### src/rtl/cart_rom_server_if.sv
// Memory-controller port used by cart_rom_server: request/ack handshake plus
// a separate one-cycle read-data-valid strobe.
interface cart_rom_server_if #(
  parameter int ADDR_W = 18
);
  logic              mem_req;
  logic              mem_we;
  logic [ADDR_W-2:0] mem_addr;
  logic [1:0]        mem_be;
  logic [15:0]       mem_wdata;
  logic              mem_ack;
  logic              mem_valid;
  logic [15:0]       mem_rdata;

  modport master (
    output mem_req, mem_we, mem_addr, mem_be, mem_wdata,
    input  mem_ack, mem_valid, mem_rdata
  );

  modport slave (
    input  mem_req, mem_we, mem_addr, mem_be, mem_wdata,
    output mem_ack, mem_valid, mem_rdata
  );
endinterface

### src/rtl/cart_rom_server.sv
// Cartridge ROM responder: serves core byte fetches from a 16-bit memory port
// through a one-word line plus a sequential prefetch, and forwards loader writes.
module cart_rom_server #(
  parameter int         ADDR_W      = 18,
  parameter int         SYNC_STAGES = 2,
  parameter logic [7:0] IDLE_BYTE   = 8'hFF
) (
  input  logic              clk,
  input  logic              reset_n,
  input  logic              memclk,
  input  logic              cart_sel,
  input  logic [ADDR_W-1:0] cart_addr,
  output logic [7:0]        cart_out,
  input  logic              loading,
  input  logic              dl_wr,
  input  logic [ADDR_W-1:0] dl_addr,
  input  logic [7:0]        dl_data,
  output logic              dl_wait,
  cart_rom_server_if.master mem
);

  localparam int WA_W = ADDR_W - 1;
  typedef logic [WA_W-1:0] waddr_t;

  typedef enum logic [2:0] {
    IDLE, RD_REQ, RD_WAIT, PF_REQ, PF_WAIT, WR_REQ
  } state_t;

  state_t                 state_q, state_d;
  logic [SYNC_STAGES-1:0] mclk_sync_q, mclk_sync_d;
  logic [SYNC_STAGES-1:0] sel_sync_q, sel_sync_d;
  logic                   mclk_prev_q, mclk_prev_d;
  logic                   load_prev_q, load_prev_d;
  logic                   dem_q, dem_d;
  logic [ADDR_W-1:0]      d_addr_q, d_addr_d;
  logic                   line_v_q, line_v_d;
  waddr_t                 line_addr_q, line_addr_d;
  logic [15:0]            line_data_q, line_data_d;
  logic                   pf_v_q, pf_v_d;
  waddr_t                 pf_addr_q, pf_addr_d;
  logic [15:0]            pf_data_q, pf_data_d;
  logic                   pfq_v_q, pfq_v_d;
  waddr_t                 pfq_addr_q, pfq_addr_d;
  waddr_t                 req_addr_q, req_addr_d;
  logic                   wb_v_q, wb_v_d;
  waddr_t                 wb_addr_q, wb_addr_d;
  logic [1:0]             wb_be_q, wb_be_d;
  logic [15:0]            wb_data_q, wb_data_d;
  logic [7:0]             cart_out_q, cart_out_d;

  logic   mclk_s, sel_s, serve, line_hit, pf_hit;
  waddr_t d_word, dl_word;

  function automatic logic [7:0] sel_byte(input logic [15:0] w, input logic odd);
    return odd ? w[15:8] : w[7:0];
  endfunction

  assign cart_out = cart_out_q;
  assign dl_wait  = wb_v_q;

  always_comb begin
    state_d     = state_q;
    mclk_sync_d = (mclk_sync_q << 1) | SYNC_STAGES'(memclk);
    sel_sync_d  = (sel_sync_q << 1) | SYNC_STAGES'(cart_sel);
    mclk_s      = mclk_sync_q[SYNC_STAGES-1];
    sel_s       = sel_sync_q[SYNC_STAGES-1];
    mclk_prev_d = mclk_s;
    load_prev_d = loading;
    dem_d       = dem_q;
    d_addr_d    = d_addr_q;
    line_v_d    = line_v_q;
    line_addr_d = line_addr_q;
    line_data_d = line_data_q;
    pf_v_d      = pf_v_q;
    pf_addr_d   = pf_addr_q;
    pf_data_d   = pf_data_q;
    pfq_v_d     = pfq_v_q;
    pfq_addr_d  = pfq_addr_q;
    req_addr_d  = req_addr_q;
    wb_v_d      = wb_v_q;
    wb_addr_d   = wb_addr_q;
    wb_be_d     = wb_be_q;
    wb_data_d   = wb_data_q;
    cart_out_d  = cart_out_q;

    mem.mem_req   = 1'b0;
    mem.mem_we    = 1'b0;
    mem.mem_be    = 2'b00;
    mem.mem_addr  = req_addr_q;
    mem.mem_wdata = wb_data_q;

    d_word   = d_addr_q[ADDR_W-1:1];
    dl_word  = dl_addr[ADDR_W-1:1];
    serve    = dem_q && !loading;
    line_hit = line_v_q && (line_addr_q == d_word);
    pf_hit   = pf_v_q && (pf_addr_q == d_word);

    // Line hits are served in any state; only misses and promotions need IDLE.
    if (serve && line_hit) begin
      cart_out_d = sel_byte(line_data_q, d_addr_q[0]);
      dem_d      = 1'b0;
    end

    case (state_q)
      IDLE: begin
        if (wb_v_q) begin
          state_d = WR_REQ;
        end else if (serve && !line_hit && !pf_hit) begin
          state_d    = RD_REQ;
          req_addr_d = d_word;
        end else if (serve && pf_hit) begin
          line_v_d    = 1'b1;
          line_addr_d = pf_addr_q;
          line_data_d = pf_data_q;
          pf_v_d      = 1'b0;
          pfq_v_d     = 1'b1;
          pfq_addr_d  = d_word + waddr_t'(1);
          cart_out_d  = sel_byte(pf_data_q, d_addr_q[0]);
          dem_d       = 1'b0;
        end else if (!dem_q && pfq_v_q && !loading) begin
          state_d    = PF_REQ;
          req_addr_d = pfq_addr_q;
          pfq_v_d    = 1'b0;
          pf_v_d     = 1'b0;
          pf_addr_d  = pfq_addr_q;
        end
      end
      RD_REQ: begin
        mem.mem_req = 1'b1;
        mem.mem_be  = 2'b11;
        if (mem.mem_ack) state_d = RD_WAIT;
      end
      RD_WAIT: begin
        if (mem.mem_valid) begin
          state_d = IDLE;
          // Data fetched before a download started is stale; drop it.
          if (!loading) begin
            line_v_d    = 1'b1;
            line_addr_d = req_addr_q;
            line_data_d = mem.mem_rdata;
            pfq_v_d     = 1'b1;
            pfq_addr_d  = req_addr_q + waddr_t'(1);
            if (dem_q && (d_word == req_addr_q)) begin
              cart_out_d = sel_byte(mem.mem_rdata, d_addr_q[0]);
              dem_d      = 1'b0;
            end
          end
        end
      end
      PF_REQ: begin
        mem.mem_req = 1'b1;
        mem.mem_be  = 2'b11;
        if (mem.mem_ack) state_d = PF_WAIT;
      end
      PF_WAIT: begin
        if (mem.mem_valid) begin
          state_d = IDLE;
          if (!loading) begin
            pf_v_d    = 1'b1;
            pf_data_d = mem.mem_rdata;
          end
        end
      end
      WR_REQ: begin
        mem.mem_req  = 1'b1;
        mem.mem_we   = 1'b1;
        mem.mem_be   = wb_be_q;
        mem.mem_addr = wb_addr_q;
        if (mem.mem_ack) begin
          state_d = IDLE;
          wb_v_d  = 1'b0;
          // A read that completed while the write sat buffered may hold old data.
          if (line_addr_q == wb_addr_q) line_v_d = 1'b0;
          if (pf_addr_q == wb_addr_q)   pf_v_d   = 1'b0;
        end
      end
      default: state_d = IDLE;
    endcase

    if (dl_wr && !wb_v_q) begin
      wb_v_d    = 1'b1;
      wb_addr_d = dl_word;
      wb_be_d   = dl_addr[0] ? 2'b10 : 2'b01;
      wb_data_d = {dl_data, dl_data};
      if (line_addr_q == dl_word) line_v_d = 1'b0;
      if (pf_addr_q == dl_word)   pf_v_d   = 1'b0;
    end

    if (mclk_s && !mclk_prev_q && sel_s) begin
      dem_d    = 1'b1;
      d_addr_d = cart_addr;
    end

    if (loading && !load_prev_q) begin
      line_v_d = 1'b0;
      pf_v_d   = 1'b0;
      pfq_v_d  = 1'b0;
    end

    if (loading) begin
      dem_d      = 1'b0;
      cart_out_d = IDLE_BYTE;
    end
  end

  always_ff @(posedge clk or negedge reset_n) begin
    if (!reset_n) begin
      state_q     <= IDLE;
      mclk_sync_q <= '0;
      sel_sync_q  <= '0;
      mclk_prev_q <= 1'b0;
      load_prev_q <= 1'b0;
      dem_q       <= 1'b0;
      d_addr_q    <= '0;
      line_v_q    <= 1'b0;
      line_addr_q <= '0;
      line_data_q <= '0;
      pf_v_q      <= 1'b0;
      pf_addr_q   <= '0;
      pf_data_q   <= '0;
      pfq_v_q     <= 1'b0;
      pfq_addr_q  <= '0;
      req_addr_q  <= '0;
      wb_v_q      <= 1'b0;
      wb_addr_q   <= '0;
      wb_be_q     <= '0;
      wb_data_q   <= '0;
      cart_out_q  <= IDLE_BYTE;
    end else begin
      state_q     <= state_d;
      mclk_sync_q <= mclk_sync_d;
      sel_sync_q  <= sel_sync_d;
      mclk_prev_q <= mclk_prev_d;
      load_prev_q <= load_prev_d;
      dem_q       <= dem_d;
      d_addr_q    <= d_addr_d;
      line_v_q    <= line_v_d;
      line_addr_q <= line_addr_d;
      line_data_q <= line_data_d;
      pf_v_q      <= pf_v_d;
      pf_addr_q   <= pf_addr_d;
      pf_data_q   <= pf_data_d;
      pfq_v_q     <= pfq_v_d;
      pfq_addr_q  <= pfq_addr_d;
      req_addr_q  <= req_addr_d;
      wb_v_q      <= wb_v_d;
      wb_addr_q   <= wb_addr_d;
      wb_be_q     <= wb_be_d;
      wb_data_q   <= wb_data_d;
      cart_out_q  <= cart_out_d;
    end
  end

endmodule
### src/flat_wrapper.sv
// flat-port wrapper written by rule: the top's interface ports become plain ports
module cart_rom_server_flat 
#(
  parameter int         ADDR_W      = 18,
  parameter int         SYNC_STAGES = 2,
  parameter logic [7:0] IDLE_BYTE   = 8'hFF
)
  (clk, reset_n, memclk, cart_sel, cart_addr, cart_out, loading, dl_wr, dl_addr, dl_data, dl_wait, mem_mem_req, mem_mem_we, mem_mem_addr, mem_mem_be, mem_mem_wdata, mem_mem_ack, mem_mem_valid, mem_mem_rdata);
  cart_rom_server_if #(.ADDR_W(ADDR_W)) mem_i ();
  input  logic clk;
  input  logic reset_n;
  input  logic memclk;
  input  logic cart_sel;
  input  logic [ADDR_W-1:0] cart_addr;
  output logic [7:0] cart_out;
  input  logic loading;
  input  logic dl_wr;
  input  logic [ADDR_W-1:0] dl_addr;
  input  logic [7:0] dl_data;
  output logic dl_wait;
  output wire logic [$bits(mem_i.mem_req)-1:0] mem_mem_req;
  output wire logic [$bits(mem_i.mem_we)-1:0] mem_mem_we;
  output wire logic [$bits(mem_i.mem_addr)-1:0] mem_mem_addr;
  output wire logic [$bits(mem_i.mem_be)-1:0] mem_mem_be;
  output wire logic [$bits(mem_i.mem_wdata)-1:0] mem_mem_wdata;
  input wire logic [$bits(mem_i.mem_ack)-1:0] mem_mem_ack;
  input wire logic [$bits(mem_i.mem_valid)-1:0] mem_mem_valid;
  input wire logic [$bits(mem_i.mem_rdata)-1:0] mem_mem_rdata;
  assign mem_mem_req = mem_i.mem_req;
  assign mem_mem_we = mem_i.mem_we;
  assign mem_mem_addr = mem_i.mem_addr;
  assign mem_mem_be = mem_i.mem_be;
  assign mem_mem_wdata = mem_i.mem_wdata;
  assign mem_i.mem_ack = mem_mem_ack;
  assign mem_i.mem_valid = mem_mem_valid;
  assign mem_i.mem_rdata = mem_mem_rdata;
  cart_rom_server #(.ADDR_W(ADDR_W), .SYNC_STAGES(SYNC_STAGES), .IDLE_BYTE(IDLE_BYTE)) u_core (.clk(clk), .reset_n(reset_n), .memclk(memclk), .cart_sel(cart_sel), .cart_addr(cart_addr), .cart_out(cart_out), .loading(loading), .dl_wr(dl_wr), .dl_addr(dl_addr), .dl_data(dl_data), .dl_wait(dl_wait), .mem(mem_i));
endmodule
### config.mk
export PLATFORM = sky130hd
export DESIGN_NAME = cart_rom_server_flat
export DESIGN_NICKNAME = d
export VERILOG_FILES = /design/src/rtl/cart_rom_server_if.sv /design/src/rtl/cart_rom_server.sv /design/src/flat_wrapper.sv
export SDC_FILE = /design/constraint.sdc
export NUM_CORES = 1
export LEC_CHECK = 0
export ABC_AREA = 0
export ABC_CLOCK_PERIOD_IN_PS = 3500
export CAP_MARGIN = 20
export CORE_MARGIN = 1.5
export CORE_UTILIZATION = 43
export CTS_BUF_LIST = sky130_fd_sc_hd__clkbuf_16
export DETAILED_ROUTE_END_ITERATION = 7
export PLACE_DENSITY = 0.67
export REMOVE_ABC_BUFFERS = 1
export SYNTH_ARGS = -nofsm -noshare
export SYNTH_HDL_FRONTEND = slang
export SYNTH_SLANG_ARGS = --single-unit
### constraint.sdc
create_clock -name clk -period 3.5 [get_ports clk]
set_clock_uncertainty 0.05 [all_clocks]
set_input_delay 1.05 -clock clk [delete_from_list [all_inputs] [get_ports clk]]
set_output_delay 1.05 -clock clk [all_outputs]
set_load 0.02 [all_outputs]
# Yosys cells after proc, flatten, opt, wreduce, memory -nomap -nowiden

Cells that the tools add are included.

Add/sub/neg operators: 2
$mul: 0
Div/mod/pow operators: 0
Order comparisons: 0
Equality and inequality tests: 29
Shifts and indexed selects: 0
Muxes and demuxes: 89
Bitwise operators: 6
Reduce and logical (&&, ||, !) cells: 37

Operators with widths:

| cell                                                | count |
|---|---|
| 2-to-1 mux 17 bit                                   | 14 |
| equality test 17 bit                                | 7 |
| 2-to-1 mux 16 bit                                   | 5 |
| 2-to-1 mux 8 bit                                    | 10 |
| one-hot mux 17 bit (2 select lines)                 | 2 |
| 2-to-1 mux 1 bit                                    | 41 |
| adder 17 x 1 -> 17 bit, second input constant       | 2 |
| one-hot mux 16 bit (2 select lines)                 | 1 |
| 2-to-1 mux 3 bit                                    | 8 |
| AND reduction 6 bit                                 | 3 |
| one-hot mux 8 bit (2 select lines)                  | 1 |
| one-hot mux 3 bit (5 select lines)                  | 1 |
| logical AND 1 bit                                   | 14 |
| != test 2 bit, second input constant                | 7 |
| != test 4 x 1 -> 1 bit, second input constant       | 2 |
| nonzero test 2 bit                                  | 4 |
| logical NOT 1 bit                                   | 7 |
| equality test 3 x 2 -> 1 bit, second input constant | 2 |
| equality test 3 bit, second input constant          | 2 |
| != test 2 x 1 -> 1 bit, second input constant       | 3 |
| != test 3 x 2 -> 1 bit, second input constant       | 2 |
| != test 3 bit, second input constant                | 2 |
| one-hot mux 1 bit (3 select lines)                  | 2 |
| AND reduction 5 bit                                 | 1 |
| 14 further kinds                                    | 20 |

Register bits after elaboration: 175
Bits in latches: 0
RAM bits: 0
Memory bits (read-only): 0
Input bits: 68
Output and inout bits: 46
Logic and storage cells: 184
Memories kept: 0

# Logic depth before layout (Yosys ltp)

Gate-level depths: netlist (run 1).

Word-level depth: 11
Gate-level depth with buffers: 15
Depth with buffers taken out: 10

# Worst setup path before layout (run 1)

Ideal clock, no wire load.

Path type: reg-to-reg
Start: reg u_core.state_q[0]
End: reg u_core.pfq_addr_q[16]
Library setup time: 125 ps
Arrival time: 3315 ps
Data required time: 3325 ps
Slack: 10 ps
Stages on the path, launching flop included: 15
Buffers on the path: 4
Period minus slack after synthesis: 3490 ps
Cell sequence: dfrtp_1 nor3b_2 buf_2 buf_1 clkbuf_1 nand2_1 nand2_1 ha_1 nand3_1 nor4b_1 or2_2 clkbuf_1 nand4b_1 xor2_1 mux2_4

Longest elaborated chain between the ends: 3
Elaborated cells between the ends (all ways): 10
Classes of those cells: eq/ne (6); mux (1); reduce/logical (3)

Ends and longest elaborated chain:

| item                                                              | line                   | text |
|---|---|---|
| start, declared                                                   | cart_rom_server.sv:29  | `state_t state_q, state_d;` |
| start signal, assigned                                            | cart_rom_server.sv:230 | `state_q <= state_d;` |
| equality test 3 x 2 -> 1 bit or logical NOT 3 bit (tied branches) | cart_rom_server.sv:104 | `case (state_q)` |
| != test 2 bit (no source line) (tied with other cells)            | -                      |  |
| AND reduction 6 bit (no source line)                              | -                      |  |
| end signal, assigned                                              | cart_rom_server.sv:244 | `pfq_addr_q <= pfq_addr_d;` |
| end, declared                                                     | cart_rom_server.sv:43  | `waddr_t pfq_addr_q, pfq_addr_d;` |

Several ways; a longest one is shown, not always the timed one.
A chain may end at the register's enable or synchronous reset.

# Final worst setup path (run 1)

Start: reg u_core.state_q[1]
End: out mem_mem_addr[6]

Longest elaborated chain between the ends: 2

Ends and longest elaborated chain:

| item                | line                   | text |
|---|---|---|
| equality test 3 bit | cart_rom_server.sv:104 |  |
| 2-to-1 mux 17 bit   | cart_rom_server.sv:104 |  |
| end, declared       | flat_wrapper.sv:23     | `output wire logic [$bits(mem_i.mem_addr)-1:0] mem_mem_addr;` |

Every way passes these cells.

==> results of run 1 <==
==> power groups by stage <==
stage          Combinational [mW]  Sequential [mW]  Clock, mW
2_1_floorplan                2.35             3.48          0
3_3_place_gp                 3.71             3.60          0
3_5_place_dp                 3.76             3.63          0
4_1_cts                      3.78             3.60       2.05
5_1_grt                      4.07             3.74       2.14
6_report                     3.78             3.64       2.03
==> flip-flops by register name, indices dropped and copies added, names as in the netlist, 2 cells and up <==
signal and flops:
u_core.cart_out 8, u_core.pf_addr_q 17, u_core.mclk_sync_q 2, u_core.wb_addr_q 17
u_core.sel_sync_q 2, u_core.line_addr_q 17, u_core.state_q 3, u_core.pf_data_q 16
u_core.mem.mem_wdata 8, u_core.wb_be_q 2, u_core.pfq_addr_q 17, u_core.d_addr_q 18
u_core.line_data_q 16, u_core.req_addr_q 17
==> worst max-delay path: cells and delay by family (launching register included) <==
family | cells | cell delay, ns
mux | 1 | 0.35
flops | 1 | 0.38
buf+inv | 2 | 0.71
simple gates | 2 | 0.41
==> area by class of cell <==
cell class / count / area (um2) / area share (%)
clock buffers: 17 / 425.4 / 3.665
clock inverters: 15 / 197.7 / 1.703
inverters: 5 / 18.77 / 0.1617
multi-input cells: 637 / 4956 / 42.70
flip-flops and latches: 167 / 4190 / 36.10
well taps: 280 / 350.3 / 3.019
repair buffers: 148 / 1468 / 12.65
==> per-stage QoR <==
stage               std cells  hold WS [ns]  setup slack [ns]  power, mW
CTS                      1269        0.3090           0.07894      9.440
global route             1269        0.3165          0.001849      9.947
floorplan                 809        0.2812            -1.605      5.831
detailed placement       1236        0.2932            0.1676      7.388
global placement         1236        0.2826            0.2482      7.316
finish                   1269        0.3056           0.08811      9.444
==> per-layer routing <==
| layer | GRT usage [%] | share of wire [%] | vias to the layer above |
|---|---|---|---|
| met5 | 0 | 0 | - |
| met4 | 7.305 | 2.0 | 0 |
| met3 | 3.594 | 4.7 | 34 |
| met2 | 37.08 | 48 | 231 |
| met1 | 31.76 | 45 | 3568 |
| li1 | - | - | 3304 |
==> worst max-delay path by stage <==
stage / startpoint / endpoint / slack [ns] / cells after the start
final: u_core.state_q[1] / mem_mem_addr[6] / 0.09 / 5
after global routing: u_core.state_q[1] / mem_mem_addr[16] / 0.002 / 5
after CTS: u_core.state_q[1] / mem_mem_addr[15] / 0.08 / 5
after detailed placement: loading / u_core.pfq_addr_q[3] / 0.17 / 7
after global placement: loading / u_core.pfq_addr_q[6] / 0.25 / 7
after floorplan: loading / u_core.pfq_addr_q[10] / -1.60 / 5
==> placed cells by master, fill, tap and decap left out, types with 2 or more instances in the layout <==
cell,synthesis,layout
a21oi_1,9,9
a221oi_1,8,8
a31oi_1,33,33
a41o_1,2,2
and3_1,3,3
and4_1,2,2
buf_12,0,6
buf_4,14,29
bufinv_16,0,4
clkbuf_16,0,17
clkdlybuf4s50_1,0,110
clkinv_2,0,3
clkinvlp_4,0,2
dfrtp_1,159,158
dfstp_2,8,8
dlygate4sd2_1,0,2
inv_1,5,5
inv_6,0,5
mux2_2,129,129
mux2_4,2,2
mux2i_1,22,22
nand2_1,90,90
nand2b_1,4,4
nand3_1,18,18
nand3b_1,4,4
nand4_1,17,17
nor2_1,13,11
nor2b_1,3,2
nor3_1,44,44
nor3b_1,3,3
nor4_1,14,13
nor4_4,1,2
o21a_1,3,3
o21ai_0,18,18
o221a_2,17,17
or2_2,17,18
or3_1,2,2
xnor2_1,73,73
xor2_1,66,66
==> timing repair <==
| action | in CTS | in global routing |
|---|---|---|
| buffers inserted | 1 | 0 |
| gates resized for setup | 4 | 0 |
| endpoints found under the setup margin | 14 | 0 |
==> cell families after synthesis <==
family / share of synthesized area, %
xor+xnor: 12.78
buf+inv: 4.388
mux: 17.88
fa+ha+maj: 0.1314
compound gates: 7.712
simple gates: 13.12
flops: 43.98
==> flow_metrics.tcl, run 1 <==
set metrics [dict create \
    synth-seq-area-share_pct 43.98 \
    worst_r2r_path_depth 11 \
    wirelength_um 26080 \
    std_cell_rows 54 \
    design.core.area_um2 21760 \
    post_dp_cell_area_um2 10970 \
    tightest_slew_ns 1.104 \
    crit_chain "nand2b_1 > nor2_4 > buf_12 > mux2_2 > clkdlybuf4s50_1" \
    cts_buffer_depth 2 \
    ys_types 55 \
    synth_top_area_share_pct 41.78 \
    r2r_start "u_core.state_q[2]" \
    min_period_ns 3.412 \
    finalCritPeriodShare_pct 97.48 \
    grt_start_max_net_pins 72 \
    synth_top_flop_cell "dfrtp_1" \
    slowest_delay_ns 0.54 \
    worstReg2RegEnd "u_core.pfq_addr_q[14]" \
    grt_pass1_vias 7341 \
    hold_depth 0 \
    hold_path.startpoint "u_core.sel_sync_q[0]" \
    start_util_pct 43.78 \
    final_hold_viol_count 0 \
    grt_overflow 0 \
    drive_gt1_share_pct 25.68 \
    design_area_um2 11610 \
    p_comb_share_pct 40.0 \
    crit_path_start_kind "flip-flop" \
    synth_edf_count 0 \
    powerDensity_nw_per_um2 813.7 \
    crit_arrival_ns 2.31 \
    ys_ff_latch 167 \
    clkTransAtPathRegs_ns 0.07 \
    synthTopCellsByCount "dfrtp_1, mux2_2, nand2_1, xnor2_1, xor2_1" \
    ys_async_sr_fraction_pct 100.0 \
    synth_most_common_cell "dfrtp_1" \
    status "complete, no violations" \
    crit_path_end_kind "primary output" \
    rsz0062_at_grt "false" \
    synth.avg_cell_area_um2 10.71 \
    gp_congestion 0.9622 \
    syn_inst 889 \
    fmax_mhz 293.1 \
    worstSetupPathType "flip-flop to primary output" \
    area_delta_synth_final_pct 21.86 \
    track_usage_pct 22.98 \
    slew_viol_final 0 \
    switching_share_pct 37.81 \
    ioPinCount 114 \
    portBuffers 113 \
    final_core_util_pct 53.35 \
    die_height_um 151.8 \
    finalSetupViolCount 0 \
    h-tree-depth 4 \
    p_leak_nw 4.680 \
    cts_made_buffers 17 \
    p_seq_share_pct 38.5 \
    required_ns 2.40 \
    die-width_um 151.8 \
    synth_top_cell_by_area "dfrtp_1" \
    switchingPower_mw 3.571 \
    cts.sinks 167 \
    cts_tree "done" \
    tns_ns 0 \
    drc 0 \
    dieArea_um2 23050 \
    ys_warn_count 0 \
    cap_viol_max_count 0 \
    clock_latency_ns 0.43 \
    wl_per_cell_um 20.55 \
    slew_headroom_pct 26.39 \
    antenna_found_initial 0 \
    clkPwrFrac_pct 21.5 \
    nets 1045 \
    intPower_mw 5.873 \
    cp_slowest_cell "clkdlybuf4s50_1" \
    grt_pass1_wl_um 41620 \
    routed_via_density 5.624 \
    cp_max_fo 16 \
    ant_nets 0 \
    vias 7137 \
    synthesis.area_um2 9524 \
    dpl.hpwl_um 18400 \
    cts_hold_buffers 0 \
    yosys-top-cells-area "dfrtp_1, mux2_2, xnor2_1" \
    cts_root_buf "clkbuf_16" \
    dr.pass1.iters 5 \
    rrSetupSlack_ns 0.44 \
    hp-class "flip-flop to flip-flop" \
    antenna_cells 0 \
    ir_drop_mv 0.3688 \
    hold_end "u_core.sel_sync_q[1]" \
    fill_cells 1958 \
    drt_iter0_markers 539 \
]
Power figures use the tool's default switching activity.
==> inputs of run 2 (changes only) <==
HOLD_SLACK_MARGIN = 0.1   (was default)
==> results of run 2 <==
The final DEF is identical to that of run 1; final timing and power are the same.
